--- config.mk ---
export PLATFORM = sky130hd
export DESIGN_NAME = dualram_gen
export DESIGN_NICKNAME = d
export VERILOG_FILES = /design/src/rtl/dualram_gen.sv
export SDC_FILE = /design/constraint.sdc
export NUM_CORES = 1
export LEC_CHECK = 0
export CORE_MARGIN = 5
export CORE_UTILIZATION = 46
export DETAILED_ROUTE_END_ITERATION = 12
export PLACE_DENSITY = 0.72
export SETUP_SLACK_MARGIN = 0.5
export SYNTH_ARGS = -nofsm -noshare
export SYNTH_HDL_FRONTEND = slang
export SYNTH_SLANG_ARGS = --single-unit
export TNS_END_PERCENT = 20
--- constraint.sdc ---
create_clock -name clk -period 3.25 [get_ports clk]
set_input_delay 0.65 -clock clk [delete_from_list [all_inputs] [get_ports clk]]
set_output_delay 0.65 -clock clk [all_outputs]
set_load 0.05 [all_outputs]
--- src/rtl/dualram_gen.sv ---
// Simple dual-port RAM with a single clock, sequenced clear, collision flag and
// optional per-word even parity (enable with `define DUALRAM_PARITY_EN).
module dualram_gen #(
    parameter int unsigned DATA_W   = 8,
    parameter int unsigned ADDR_W   = 4,
    parameter int unsigned DEPTH    = 16,
    parameter int unsigned RDW_MODE = 0
) (
    input  logic              clk,
    input  logic              rst,
    input  logic [DATA_W-1:0] din,
    input  logic [ADDR_W-1:0] wr_addr,
    input  logic              we,
    input  logic [ADDR_W-1:0] rd_addr,
    input  logic              re,
    input  logic              clr,
    input  logic              par_inj,
    output logic [DATA_W-1:0] dout,
    output logic              rd_valid,
    output logic              busy,
    output logic              coll,
    output logic              par_err
);

`ifdef DUALRAM_PARITY_EN
    localparam int unsigned WordW = DATA_W + 1;
`else
    localparam int unsigned WordW = DATA_W;
`endif

    localparam logic [0:0] StClear = 1'b0;
    localparam logic [0:0] StReady = 1'b1;

    localparam logic [ADDR_W:0]   DepthCmp = (ADDR_W + 1)'(DEPTH);
    localparam logic [ADDR_W-1:0] LastPtr  = ADDR_W'(DEPTH - 1);

    logic [0:0]        state_q, state_d;
    logic [ADDR_W-1:0] ptr_q, ptr_d;
    logic [WordW-1:0]  mem [DEPTH];

    logic [DATA_W-1:0] dout_q;
    logic              rd_valid_q;
    logic              coll_q;

    logic              wr_in_range;
    logic              rd_in_range;
    logic              accept;
    logic              wr_ok;
    logic              rd_ok;
    logic              hit;
    logic [WordW-1:0]  wr_word;
    logic [WordW-1:0]  rd_word;

    logic              mem_we;
    logic [ADDR_W-1:0] mem_waddr;
    logic [WordW-1:0]  mem_wdata;

    assign wr_in_range = {1'b0, wr_addr} < DepthCmp;
    assign rd_in_range = {1'b0, rd_addr} < DepthCmp;

    // A clr request in READY swallows that cycle's read and write.
    assign accept = (state_q == StReady) && !clr;
    assign wr_ok  = accept && we && wr_in_range;
    assign rd_ok  = accept && re;
    assign hit    = rd_ok && wr_ok && (rd_addr == wr_addr);

`ifdef DUALRAM_PARITY_EN
    assign wr_word = {(^din) ^ par_inj, din};
`else
    logic unused_par_inj;
    assign unused_par_inj = par_inj;
    assign wr_word        = din;
`endif

    always_comb begin
        state_d = state_q;
        ptr_d   = ptr_q;
        case (state_q)
            StClear: begin
                ptr_d = ptr_q + 1'b1;
                if (ptr_q == LastPtr) begin
                    state_d = StReady;
                    ptr_d   = '0;
                end
            end
            StReady: begin
                if (clr) begin
                    state_d = StClear;
                    ptr_d   = '0;
                end
            end
            default: begin
                state_d = StClear;
                ptr_d   = '0;
            end
        endcase
    end

    // The clear sequence and user writes share the single memory write port.
    always_comb begin
        mem_we    = 1'b0;
        mem_waddr = wr_addr;
        mem_wdata = wr_word;
        if (!rst) begin
            if (state_q == StClear) begin
                mem_we    = 1'b1;
                mem_waddr = ptr_q;
                mem_wdata = '0;
            end else if (wr_ok) begin
                mem_we = 1'b1;
            end
        end
    end

    always_ff @(posedge clk) begin
        if (mem_we) begin
            mem[mem_waddr] <= mem_wdata;
        end
    end

    always_comb begin
        rd_word = '0;
        if (rd_in_range) begin
            if (hit && (RDW_MODE != 0)) begin
                rd_word = wr_word;
            end else begin
                rd_word = mem[rd_addr];
            end
        end
    end

    always_ff @(posedge clk) begin
        if (rst) begin
            state_q    <= StClear;
            ptr_q      <= '0;
            dout_q     <= '0;
            rd_valid_q <= 1'b0;
            coll_q     <= 1'b0;
        end else begin
            state_q    <= state_d;
            ptr_q      <= ptr_d;
            rd_valid_q <= rd_ok;
            coll_q     <= hit;
            if (rd_ok) begin
                dout_q <= rd_word[DATA_W-1:0];
            end
        end
    end

`ifdef DUALRAM_PARITY_EN
    logic par_err_q;

    // Even parity over data plus stored bit; an all-zero word checks clean.
    always_ff @(posedge clk) begin
        if (rst) begin
            par_err_q <= 1'b0;
        end else if (rd_ok) begin
            par_err_q <= ^rd_word;
        end
    end

    assign par_err = par_err_q;
`else
    assign par_err = 1'b0;
`endif

    assign dout     = dout_q;
    assign rd_valid = rd_valid_q;
    assign coll     = coll_q;
    assign busy     = (state_q == StClear);

endmodule

==> results.yml <==
routing:
  wirelength_um: 11000
  vias_per_cell: 5.36
  route.met3.wl_um: 522
  top_layer: "met4"
  wl_met2_um: 5570
  drt_pass1_iterations: 5
  wl_met1_um: 4700
  drtIter0Drc: 228
  ant_nets: 0
  route.detailed.drc: 0
  via_count: 2960
  routedWlPerCell_um: 19.9
critical_path:
  crit_path_top_delay_cell: "clkdlybuf4s50_1"
  reg2reg_depth: 6
  r2r_slack_ns: 1.40
  crit_chain: "inv_1, clkdlybuf4s50_1"
  crit_type: "register to output pin"
  cp_slowest_stage_delay_ns: 0.73
  crit_fanout: 11
  cp_data_arrival_time_ns: 1.83
  worstPathRequired_ns: 2.60
  setup.worst_path.end_class: "output pin"
  cp-start-kind: "register"
run_status:
  outcome: "complete, no violations"
synthesis:
  synth_area_leaders: "edfxtp_1 66%, mux4_1 11%, dfxtp_1 5.2%"
  syn_area_per_cell_um2: 19.1
  syn_inst: 303
  syn-cell-area_mm2: 0.00578
  yosys_warnings: 0
  synth_edf_count: 128
  synth.distinct_cells: 36
  synth.largest_area_cell: "edfxtp_1"
  synth_top_area_share_pct: 66.5
  ys_ff_latch: 143
  yosys.cell_count.top_type: "edfxtp_1"
  ys_seq_area_share_pct: 71.7
  async_reset_ff_share_pct: 0
  ys.flop_type: "edfxtp_1"
  syn_nets: 326
  synthTopCellsByCount: "128 x edfxtp_1, 25 x mux4_1, 24 x nor2_1"
grt:
  antenna_found_initial: 0
  grt-ovfl-total: 0
  grt_pass1_vias: 2980
  grt_max_degree: 34
  grt_first_pass_wirelength_um: 17000
  grt_usage_pct: 15.9
worst_hold_path:
  hold_depth: 1
  min_path_type: "register to register"
finish:
  drive_gt1_share_pct: 18.9
  area_growth_pct: 22.3
  ff_latch_area_mm2: 0.00414
  n_antenna_cell: 0
  nNetsFinal: 390
  fillCellCount: 934
  post-route-util_pct: 56.7
  multiInputGateArea_mm2: 0.00153
timing:
  setup_tns_ns: 0
  period_share_pct: 76.4
  skew_ns: 0.00742
  drv_slew: 0
  relSlewSlack_pct: 51.5
  finalHoldViolCount: 0
  worst_slew_pin_slew_ns: 0.727
  max_freq_ghz: 0.403
  layout_min_cycle_time_ns: 2.48
  finalSetupViolCount: 0
  rsz0062_at_grt: "no"
  timing.hold.ws_ns: 0.450
placed_design:
  port_buffers: 31
  gp_congestion: 0.772
  dp_hpwl_um: 6790
clock_tree:
  htreeDepth: 4
  hold_buffers: 0
  cts_made_buffers: 17
  root_buffer: "clkbuf_16"
  postCtsSetupRepairBufs: 0
  cts_resized: 0
  clk_pin_slew_ns: 0.06
  cts_tree: "built"
  cts.path.max_buffers: 2
  clock_latency_ns: 0.41
  cts_sinks: 143
floorplan:
  ios: 34
  die_area_mm2: 0.0149
  die_w_um: 122
  fp.dieH_um: 122
  rows: 41
  initial_utilization_pct: 46.4
  core_mm2: 0.0125
power:
  peakVddDrop_v: 0.000405
  power.total_mw: 4.25
  cellLeakagePower_nw: 2.51
  p_per_area_mw_per_mm2: 601
flow_run:
  maxCapViolCount: 0
cells in the final DEF (no fill, tap or decap), drive strengths merged, types with 2 or more instances in the layout:
| cell | n |
|---|---|
| a21o | 9 |
| a21oi | 7 |
| a31oi | 4 |
| buf | 30 |
| bufinv | 3 |
| clkbuf | 21 |
| clkdlybuf4s50 | 30 |
| clkinv | 2 |
| clkinvlp | 4 |
| dfxtp | 15 |
| edfxtp | 128 |
| inv | 5 |
| mux2i | 17 |
| mux4 | 32 |
| nand2 | 8 |
| nand2b | 2 |
| nand4 | 2 |
| nor2 | 25 |
| nor2b | 8 |
| nor3b | 2 |
| o21ai | 2 |
| o22ai | 8 |
| xnor2 | 4 |
area by class of cell:
class,instances,area share [%]
flip-flops and latches,143,58.6
multi-input cells,142,21.6
repair buffers,60,7.75
clock buffers,21,6.65
well taps,172,3.04
clock inverters,11,2.19
inverters,3,0.159
sequential cells by signal (all words and copies together), names as in the netlist:
register and flops:
state_q 1, dout 8, coll 1, rd_valid 1, mem 128, ptr_q 4
final timing paths:
path / from / to
worst max register to register: state_q$_SDFF_PP0_ / mem[1][1]$_DFFE_PP_
worst min-delay path: dout[4]$_SDFFE_PP0P_ / dout[4]$_SDFFE_PP0P_
worst min register to register: dout[4]$_SDFFE_PP0P_ / dout[4]$_SDFFE_PP0P_
worst max-delay path: state_q$_SDFF_PP0_ / busy
critical path, delay by kind of cell, from the launching register on:
kind                   cells  cell delay [ns]
buffers and inverters      2             0.90
DFF                        1             0.52
logic make-up after synthesis:
| logic type | Yosys count | share of synthesized area, % |
|---|---|---|
| xor gates and xnor gates | 4 | 0.606 |
| adders and majority gates | 1 | 0.216 |
| DFF | 143 | 71.7 |
| buffers and inverters | 18 | 1.95 |
| AOI/OAI and AO/OA | 33 | 3.72 |
| other | 1 | 0.0648 |
| muxes | 50 | 17.2 |
| and+or+nand+nor | 53 | 4.57 |
power breakdown:
group	leakage [nW]	total [mW]	switching, mW	internal, mW
logic	0.922	0.219	0.116	0.103
registers	1.30	2.04	0.00970	2.03
clock network	0.293	1.99	0.714	1.28
total	2.51	4.25	0.840	3.41
metrics by stage:
stage                     setup WS (ns)  std cells  area (µm²)
after global routing              0.677        552        7070
final                             0.768        552        7070
after global placement            0.632        520        6440
after floorplan                   0.947        303        5780
after detailed placement          0.564        520        6440
after CTS                         0.764        552        7070
per-layer routing:
metal | global-route usage (%) | vias to the layer above
li1 | - | 1368
met4 | 6.02 | 0
met3 | 3.90 | 13
met1 | 20.2 | 1505
met5 | 0 | -
met2 | 26.6 | 74
No activity file was read; power rests on OpenSTA's default activity.
